--- config.mk ---
export PLATFORM = sky130hd
export DESIGN_NAME = tlb_refill_ctrl
export DESIGN_NICKNAME = d
export VERILOG_FILES = /design/src/rtl/tlb_refill_ctrl.sv
export SDC_FILE = /design/constraint.sdc
export NUM_CORES = 1
export LEC_CHECK = 0
export ABC_AREA = 1
export ABC_CLOCK_PERIOD_IN_PS = 2300
export BUFFER_PORTS_ARGS = -buffer_cell sky130_fd_sc_hd__buf_2
export CAP_MARGIN = 20
export CORE_MARGIN = 2
export CORE_UTILIZATION = 29
export CTS_CLUSTER_SIZE = 28
export DETAILED_ROUTE_END_ITERATION = 10
export GPL_TIMING_DRIVEN = 0
export PLACE_DENSITY_LB_ADDON = 0.15
export SLEW_MARGIN = 20
export SYNTH_ARGS = -nofsm -noshare
export SYNTH_HDL_FRONTEND = slang
export SYNTH_SLANG_ARGS = --single-unit
--- constraint.sdc ---
create_clock -name clk -period 2.3 [get_ports clk]
set_input_delay 0.115 -clock clk [delete_from_list [all_inputs] [get_ports clk]]
set_output_delay 0.115 -clock clk [all_outputs]
set_load 0.02 [all_outputs]
--- src/rtl/tlb_refill_ctrl.sv ---
// Shares one TLB between the fetch (port 0) and data (port 1) ports, walking a single-level
// page table on a miss. Define TLB_CTRL_RR_EN for round-robin instead of fixed priority.
module tlb_refill_ctrl #(
    parameter int unsigned entries   = 4,
    parameter int unsigned bit_count = 32,
    parameter int unsigned page_size = 4096
) (
    input  logic                                    clk,
    input  logic                                    rst,
    input  logic                                    req0_valid,
    input  logic [bit_count-1:0]                    req0_vaddr,
    input  logic                                    req1_valid,
    input  logic [bit_count-1:0]                    req1_vaddr,
    output logic                                    resp0_valid,
    output logic                                    resp1_valid,
    output logic [bit_count-1:0]                    resp_paddr,
    output logic                                    resp_fault,
    input  logic [bit_count-1:0]                    ptbr,
    output logic                                    tlb_lookup_valid,
    output logic [bit_count-1:0]                    tlb_vaddr,
    input  logic                                    tlb_hit,
    input  logic [bit_count-1:0]                    tlb_paddr,
    output logic                                    tlb_fill_valid,
    output logic [$clog2(entries)-1:0]              tlb_fill_idx,
    output logic [bit_count-$clog2(page_size)-1:0]  tlb_fill_vpn,
    output logic [bit_count-$clog2(page_size)-1:0]  tlb_fill_ppn,
    output logic                                    mem_req,
    output logic [bit_count-1:0]                    mem_addr,
    input  logic                                    mem_ack,
    input  logic [bit_count-1:0]                    mem_rdata
);

    localparam int unsigned OW = $clog2(page_size);
    localparam int unsigned PW = bit_count - OW;
    localparam int unsigned IW = $clog2(entries);

    typedef enum logic [2:0] {StIdle, StLookup, StCheck, StWalk, StFill, StResp} state_e;

    state_e               state_q;
    logic                 port_q;
    logic [bit_count-1:0] vaddr_q;
    logic [PW-1:0]        ppn_q;
    logic [IW-1:0]        fill_ptr_q;
    logic                 resp0_q;
    logic                 resp1_q;
    logic [bit_count-1:0] paddr_q;
    logic                 fault_q;
    logic                 lookup_q;
    logic                 fill_q;
    logic                 mem_req_q;
    logic [bit_count-1:0] mem_addr_q;
`ifdef TLB_CTRL_RR_EN
    logic                 prio_q;
`endif

    logic                 gnt_port;
    logic [bit_count-1:0] pte_addr;
    logic                 unused_rdata;

    always_comb begin
        gnt_port = 1'b0;
`ifdef TLB_CTRL_RR_EN
        if (req0_valid && req1_valid) begin
            gnt_port = prio_q;
        end else begin
            gnt_port = req1_valid;
        end
`else
        // Port 0 always wins; port 1 is only taken when port 0 is idle.
        gnt_port = !req0_valid;
`endif
    end

    assign pte_addr     = ptbr + bit_count'({vaddr_q[bit_count-1:OW], 2'b00});
    assign unused_rdata = ^mem_rdata[OW-1:1];

    always_ff @(posedge clk) begin
        if (rst) begin
            state_q    <= StIdle;
            port_q     <= 1'b0;
            vaddr_q    <= '0;
            ppn_q      <= '0;
            fill_ptr_q <= '0;
            resp0_q    <= 1'b0;
            resp1_q    <= 1'b0;
            paddr_q    <= '0;
            fault_q    <= 1'b0;
            lookup_q   <= 1'b0;
            fill_q     <= 1'b0;
            mem_req_q  <= 1'b0;
            mem_addr_q <= '0;
`ifdef TLB_CTRL_RR_EN
            prio_q     <= 1'b0;
`endif
        end else begin
            resp0_q  <= 1'b0;
            resp1_q  <= 1'b0;
            lookup_q <= 1'b0;
            fill_q   <= 1'b0;
            unique case (state_q)
                StIdle: begin
                    if (req0_valid || req1_valid) begin
                        port_q   <= gnt_port;
                        vaddr_q  <= gnt_port ? req1_vaddr : req0_vaddr;
                        lookup_q <= 1'b1;
                        state_q  <= StLookup;
`ifdef TLB_CTRL_RR_EN
                        prio_q   <= !gnt_port;
`endif
                    end
                end
                StLookup: state_q <= StCheck;
                StCheck: begin
                    if (tlb_hit) begin
                        paddr_q <= tlb_paddr;
                        fault_q <= 1'b0;
                        resp0_q <= !port_q;
                        resp1_q <= port_q;
                        state_q <= StResp;
                    end else begin
                        mem_req_q  <= 1'b1;
                        mem_addr_q <= pte_addr;
                        state_q    <= StWalk;
                    end
                end
                StWalk: begin
                    if (mem_ack) begin
                        mem_req_q <= 1'b0;
                        if (mem_rdata[0]) begin
                            ppn_q   <= mem_rdata[bit_count-1:OW];
                            fill_q  <= 1'b1;
                            state_q <= StFill;
                        end else begin
                            fault_q <= 1'b1;
                            paddr_q <= '0;
                            resp0_q <= !port_q;
                            resp1_q <= port_q;
                            state_q <= StResp;
                        end
                    end
                end
                StFill: begin
                    fill_ptr_q <= fill_ptr_q + IW'(1);
                    paddr_q    <= {ppn_q, vaddr_q[OW-1:0]};
                    fault_q    <= 1'b0;
                    resp0_q    <= !port_q;
                    resp1_q    <= port_q;
                    state_q    <= StResp;
                end
                StResp:  state_q <= StIdle;
                default: state_q <= StIdle;
            endcase
        end
    end

    assign resp0_valid      = resp0_q;
    assign resp1_valid      = resp1_q;
    assign resp_paddr       = paddr_q;
    assign resp_fault       = fault_q;
    assign tlb_lookup_valid = lookup_q;
    assign tlb_vaddr        = vaddr_q;
    assign tlb_fill_valid   = fill_q;
    assign tlb_fill_idx     = fill_ptr_q;
    assign tlb_fill_vpn     = vaddr_q[bit_count-1:OW];
    assign tlb_fill_ppn     = ppn_q;
    assign mem_req          = mem_req_q;
    assign mem_addr         = mem_addr_q;

endmodule

; ---- Yosys cells after proc, flatten, opt, wreduce, memory -nomap -nowiden
; Index checks and enable logic that the tools add are counted.
[word_totals]
reg_bits = 128
inputBits = 166
out_inout_bits = 144
elab_cells = 69
[classes]
add_sub_neg = 2
eq_ne = 9
mux = 27
bitwise_logic = 4
n_reduce_logical = 14
[op_table]
columns = cell, n
row1 = 32-bit 2-to-1 mux, 4
row2 = 32-bit case mux with 3 select lines, 1
row3 = 32-bit by 22-bit adder with 32-bit output, 1
row4 = 3-bit case mux with 5 select lines, 1
row5 = 1-bit 2-to-1 mux, 14
row6 = "2-bit != test, second input constant", 5
row7 = 3-bit 2-to-1 mux, 3
row8 = 1-bit case mux with 3 select lines, 3
row9 = "3-bit by 2-bit == test with 1-bit output, second input constant", 2
row10 = 2-bit AND reduction, 3
row11 = 3-bit AND reduction, 2
row12 = 1-bit inverter, 4
row13 = 4-bit AND reduction, 1
row14 = "3-bit by 1-bit == test with 1-bit output, second input constant", 1
row15 = "3-bit == test, second input constant", 1
row16 = 3-bit logical NOT, 1
row17 = 3-bit nonzero test, 1
row18 = 3-bit OR reduction, 1
row19 = "2-bit by 1-bit adder with 2-bit output, second input constant", 1
row20 = 1-bit logical NOT, 2
row21 = 1-bit case mux with 2 select lines, 1
row22 = 2-bit nonzero test, 1
row23 = 2-bit OR reduction, 1
row24 = 1-bit logical OR, 1

; ---- Depth between registers and ports, before layout
[logic_depth]
depth_word = 4
ltp_mapped = 13
mapped_depth_nobuf = 13

; ---- Least setup slack after synthesis
; No wires, ideal clock.
[synth_path]
kind = register to register
from = reg vaddr_q[12], in the netlist tlb_vaddr[12]
to = reg mem_addr_q[26], in the netlist mem_addr[26]
setup_ps = 113
arrival_ps = 1805
t_required_ps = 2187
path_slack_ps = 382
path_stages_with_launch = 13
path_buffers = 0
synth_period_minus_slack_ps = 1918
path_cell_list = dfxtp_1 -> ha_1 -> fa_1 -> nand3_1 -> nand3_1 -> nand2_1 -> nand2_1 -> nand2_1 -> nand3_1 -> nand2_1 -> nand2_1 -> o21ai_1 -> inv_1
[synth_via]
elab_chain_cells = 1
[synth_rtl]
columns = item, line_no
row1 = start: declaration, 41  ; logic [bit_count-1:0] vaddr_q;
row2 = start signal: assignment, 104  ; vaddr_q <= gnt_port ? req1_vaddr : req0_vaddr;
row3 = 32-bit by 22-bit adder with 32-bit output, 74  ; assign pte_addr = ptbr + bit_count'({vaddr_q[bit_count-1:OW], 2'b00});
row4 = end signal: assignment, 122  ; mem_addr_q <= pte_addr;
row5 = end: declaration, 51  ; logic [bit_count-1:0] mem_addr_q;
; Every way passes these cells.
; A chain may end at the register's enable or synchronous reset.

; ---- Final worst setup path
[layout_path]
from = reg vaddr_q[21], in the netlist tlb_vaddr[21]
to = reg mem_addr_q[28], in the netlist mem_addr[28]
; The elaborated chain is that of the path after synthesis.

==> impl_table.tex <==
\begin{tabular}{lr}
\hline
Metric & Value \\
\hline
\multicolumn{2}{l}{\textbf{Die}} \\
Effective utilization at floorplan & between 20\% and 30\% \\
Die span in x & approximately 160 um \\
Die span in y & 163 um \\
Core ar. & around 25000 sq um \\
Top-Level Pins & just over 300 \\
Number of standard-cell rows in the floorplan & 58 \\
Die Outline Area & $\sim$27000 sq um \\
\multicolumn{2}{l}{\textbf{Worst hold path}} \\
Worst min-delay path category & in -> reg \\
Hold Path Origin & ptbr[2] \\
Cells on Worst Hold Path & 4 \\
Worst hold path endpoint & mem\_addr[2] \\
\multicolumn{2}{l}{\textbf{Global route}} \\
Number of antenna violations at the first check in global routing & 1 \\
GRT Util Overall & between 20\% and 30\% \\
Wire length of the first global-routing pass & roughly 43000 um \\
Pin count of the biggest net entering global routing & 17 \\
Grt total ovfl & 0 \\
Via count of the first global-routing pass & slightly above 8k \\
\multicolumn{2}{l}{\textbf{Clock tree}} \\
Clock transition time at the flip-flop clock pins of the worst setup and hold paths & roughly 0.060 ns \\
Clock latency reported for the late side of the worst-skew pair & around 0.44 ns \\
TritonCTS clock tree & done \\
Master cell of the clock root buffer & clkbuf\_16 \\
Number of buffers inserted to repair setup after CTS & 0 \\
\# clock sinks & about 130 \\
Number of H-tree levels & 4 \\
Number of CTS-inserted buffers & 17 \\
Maximum root-to-sink buffer count & 2 \\
\multicolumn{2}{l}{\textbf{Yosys}} \\
Top post-synthesis cells by area & dfxtp\_1, nand2\_1, nor2\_1 \\
Top FF cell, synth & dfxtp\_1 \\
Flip-flop and latch count after synthesis & 128 \\
Synthesized cell area & 7350 sq um \\
Post-synthesis cell type count & 33 \\
Syn\_nets & approximately 1.4k \\
Proportion of register bits with asynchronous set or reset after synthesis & 0\% \\
Sequential share of the synthesized area & 34.9\% \\
Number of synthesized flops with an enable pin & 0 \\
Cell taking the most area after synthesis & dfxtp\_1 \\
Top-area cell type share of the netlist area & around a third \\
Cell with the most instances after synthesis & nand2\_1 \\
Per-instance average area after synthesis & roughly 6.3 sq um \\
Count of warnings emitted by yosys & 0 \\
Post-synth top cells & nand2\_1, nor2\_1, inv\_1 \\
Gate Count Post-Synth & roughly 1.2k \\
\multicolumn{2}{l}{\textbf{Final layout}} \\
Post-synthesis to final-layout area growth & 37.5\% \\
Ratio of cells with drive above 1 in the final layout & between 20\% and 30\% \\
Final layout net count & 1700 \\
\multicolumn{2}{l}{\textbf{Worst setup path}} \\
CP Data Required Time & roughly 2.6 ns \\
Most repeated library cell on the critical path & nand3\_1 \\
Data arrival time of the worst path & 2.39 ns \\
Startpoint-to-endpoint class of the critical path & reg -> reg \\
Startpoint type of the worst setup path & flop \\
Worst reg-to-reg path cell count & 10 \\
Worst reg2reg setup slack & around 0.24 ns \\
Beginning of the worst register-to-register path & tlb\_vaddr[21] \\
Critical Path Sink Type & flop \\
Maximum fanout count along the critical path & 4 \\
Biggest cell delay along the critical path & about 0.38 ns \\
Cells traversed along the worst timing path & ha\_1, nand2\_1, nor2\_1, nand3\_1, nand3\_1, nand2\_1, nand3\_1, nand3\_1, nand2\_1, inv\_1 \\
Crit path max-delay cell type & dfxtp\_1 \\
R2r endpoint & mem\_addr[28] \\
\multicolumn{2}{l}{\textbf{Place}} \\
Buffers added on ports & about 300 \\
DP Worst Slack & 0.149 ns \\
Detailed Place HPWL & 22400 um \\
RePlAce Congestion & 0.890 \\
\multicolumn{2}{l}{\textbf{STA}} \\
Setup repair after global routing missed its margin & false \\
Endpoints failing setup & 0 \\
Final number of max-transition violations & 0 \\
Worst slew margin & 42.0\% \\
Hold Fails Final Rpt & 0 \\
Setup slack of the critical path after layout & 0.239 ns \\
Clock period minus worst slack & 2.06 ns \\
Total negative setup slack & 0 ns \\
Skew final & 0.0206 ns \\
Timing-limited maximum frequency & around 490 MHz \\
Final cycle utilization of the critical path & 89.6\% \\
Transition time at the pin with the least slew margin & 0.871 ns \\
\multicolumn{2}{l}{\textbf{Power and ir drop}} \\
Clock network power share & around 25\% \\
Peak supply drop & 515 uV \\
Internal Dissipation & 6.39 mW \\
Share of total power in combinational logic & a little under half \\
P per Cell Area & approximately 1200 nW/um\^{}2 \\
Part of the power in registers & between 20 and 30\% \\
Net Sw Power & 5.36 mW \\
Switching part of the total & about 46\% \\
Leakage power & 5.64 nW \\
\multicolumn{2}{l}{\textbf{Detailed routing}} \\
Routed vias/inst & about 4.5 \\
Number of iterations in the first detailed-routing pass & 4 \\
DRC Markers & 0 \\
Drt total wl & 28100 um \\
Antenna Violating Nets Remaining & 0 \\
DR WL/cell & between 15 and 20 um \\
DR iter-0 viols & between 400 and 500 \\
Total via count after detailed routing & about 8.4k \\
\multicolumn{2}{l}{\textbf{Outcome}} \\
Result of the run & complete, no violations \\
\multicolumn{2}{l}{\textbf{Flow run}} \\
Max\_cap viols & 0 \\
\hline
\end{tabular}
==> final cells by class <==
class / instances / area [sq um]
Tap cell: 330 / 413
Timing Repair Buffer: 319 / 1710
Antenna cell: 1 / 2.50
Fill cell: 2776 / 14900
Clock buffer: 17 / 425
Buffer: 73 / 384
Multi-Input combinational cell: 807 / 3790
Clock inverter: 15 / 191
Inverter: 167 / 627
Sequential cell: 128 / 2560
==> cell families after synthesis <==
| group | synth area share, % |
|---|---|
| and+or+nand+nor | 31.4 |
| AOI/OAI and AO/OA | 14.9 |
| adders and majority gates | 3.68 |
| xor gates and xnor gates | 1.43 |
| DFF | 34.9 |
| buffers and inverters | 13.8 |
==> worst max-delay path by stage <==
stage	cells past startpoint	startpoint	endpoint	slack (ns)
final	10	tlb_vaddr[21]	mem_addr[28]	0.24
after global routing	12	tlb_vaddr[12]	mem_addr[18]	0.05
after CTS	12	tlb_vaddr[12]	mem_addr[26]	0.12
after detailed placement	12	tlb_vaddr[12]	mem_addr[26]	0.15
after global placement	12	tlb_vaddr[12]	mem_addr[26]	0.14
after floorplan	12	tlb_vaddr[12]	mem_addr[26]	0.38
==> per-layer routing <==
layer  vias to the layer above  routed length (um)  GRT usage (%)
met5                         -                   0              0
met4                         0                 494           6.23
met3                        34                1580           4.77
met2                       219               13900           38.2
met1                      3763               12100           24.7
li1                       4357                   -              -
==> power by group through the flow <==
stage / clock network (mW) / registers (mW) / logic [mW]
floorplan: 0 / 4.02 / 2.93
finish: 2.90 / 3.33 / 5.52
global route: 3.05 / 3.41 / 6.15
detailed placement: 0 / 3.38 / 5.49
global placement: 0 / 3.37 / 5.48
CTS: 2.96 / 3.34 / 5.54
==> placed cells by master (no fill, tap or decap), types with 23 or more instances in the layout <==
master	Yosys	final
nand2_1	284	284
dfxtp_1	128	128
o21ai_0	119	118
inv_1	163	163
buf_4	25	25
a21oi_1	66	66
nand3_1	87	86
dlygate4sd3_1	0	23
buf_2	6	302
nor2_1	171	171
clkbuf_1	36	36
==> metrics by stage <==
stage	hold slack [ns]	instance area, sq um	instances	util (%)	total power [mW]
3_5_place_dp	0.343	9250	1801	36.9	8.87
4_1_cts	0.0184	10100	1856	40.3	11.8
5_1_grt	0.0573	10100	1857	40.4	12.6
3_3_place_gp	0.339	9250	1801	36.9	8.86
6_report	0.0324	10100	1857	40.4	11.7
2_1_floorplan	0.250	7350	1175	-	6.95
==> state kept, by name, summed over array words and instances (netlist names) <==
| signal | count |
|---|---|
| resp1_valid | 1 |
| resp_fault | 1 |
| tlb_vaddr | 32 |
| state_q | 3 |
| tlb_fill_ppn | 20 |
| mem_req | 1 |
| resp0_valid | 1 |
| tlb_lookup_valid | 1 |
| tlb_fill_valid | 1 |
| tlb_fill_idx | 2 |
| resp_paddr | 32 |
| port_q | 1 |
| mem_addr | 32 |
==> critical path, delay by kind of cell, from the launching register on <==
family	cells	cell delay (ns)
buffers and inverters	1	0.03
AND/OR/NAND/NOR	8	1.16
flip-flops	1	0.38
adder cells (fa/ha/maj)	1	0.38
==> repair_timing <==
| action | in CTS | in global routing |
|---|---|---|
| hold endpoints to repair | 23 | 0 |
| endpoints found under the setup margin | 0 | 5 |
| gates resized for setup | 0 | 4 |
| hold buffers | 23 | 0 |
Note: power is estimated with default switching activity, not from simulation.
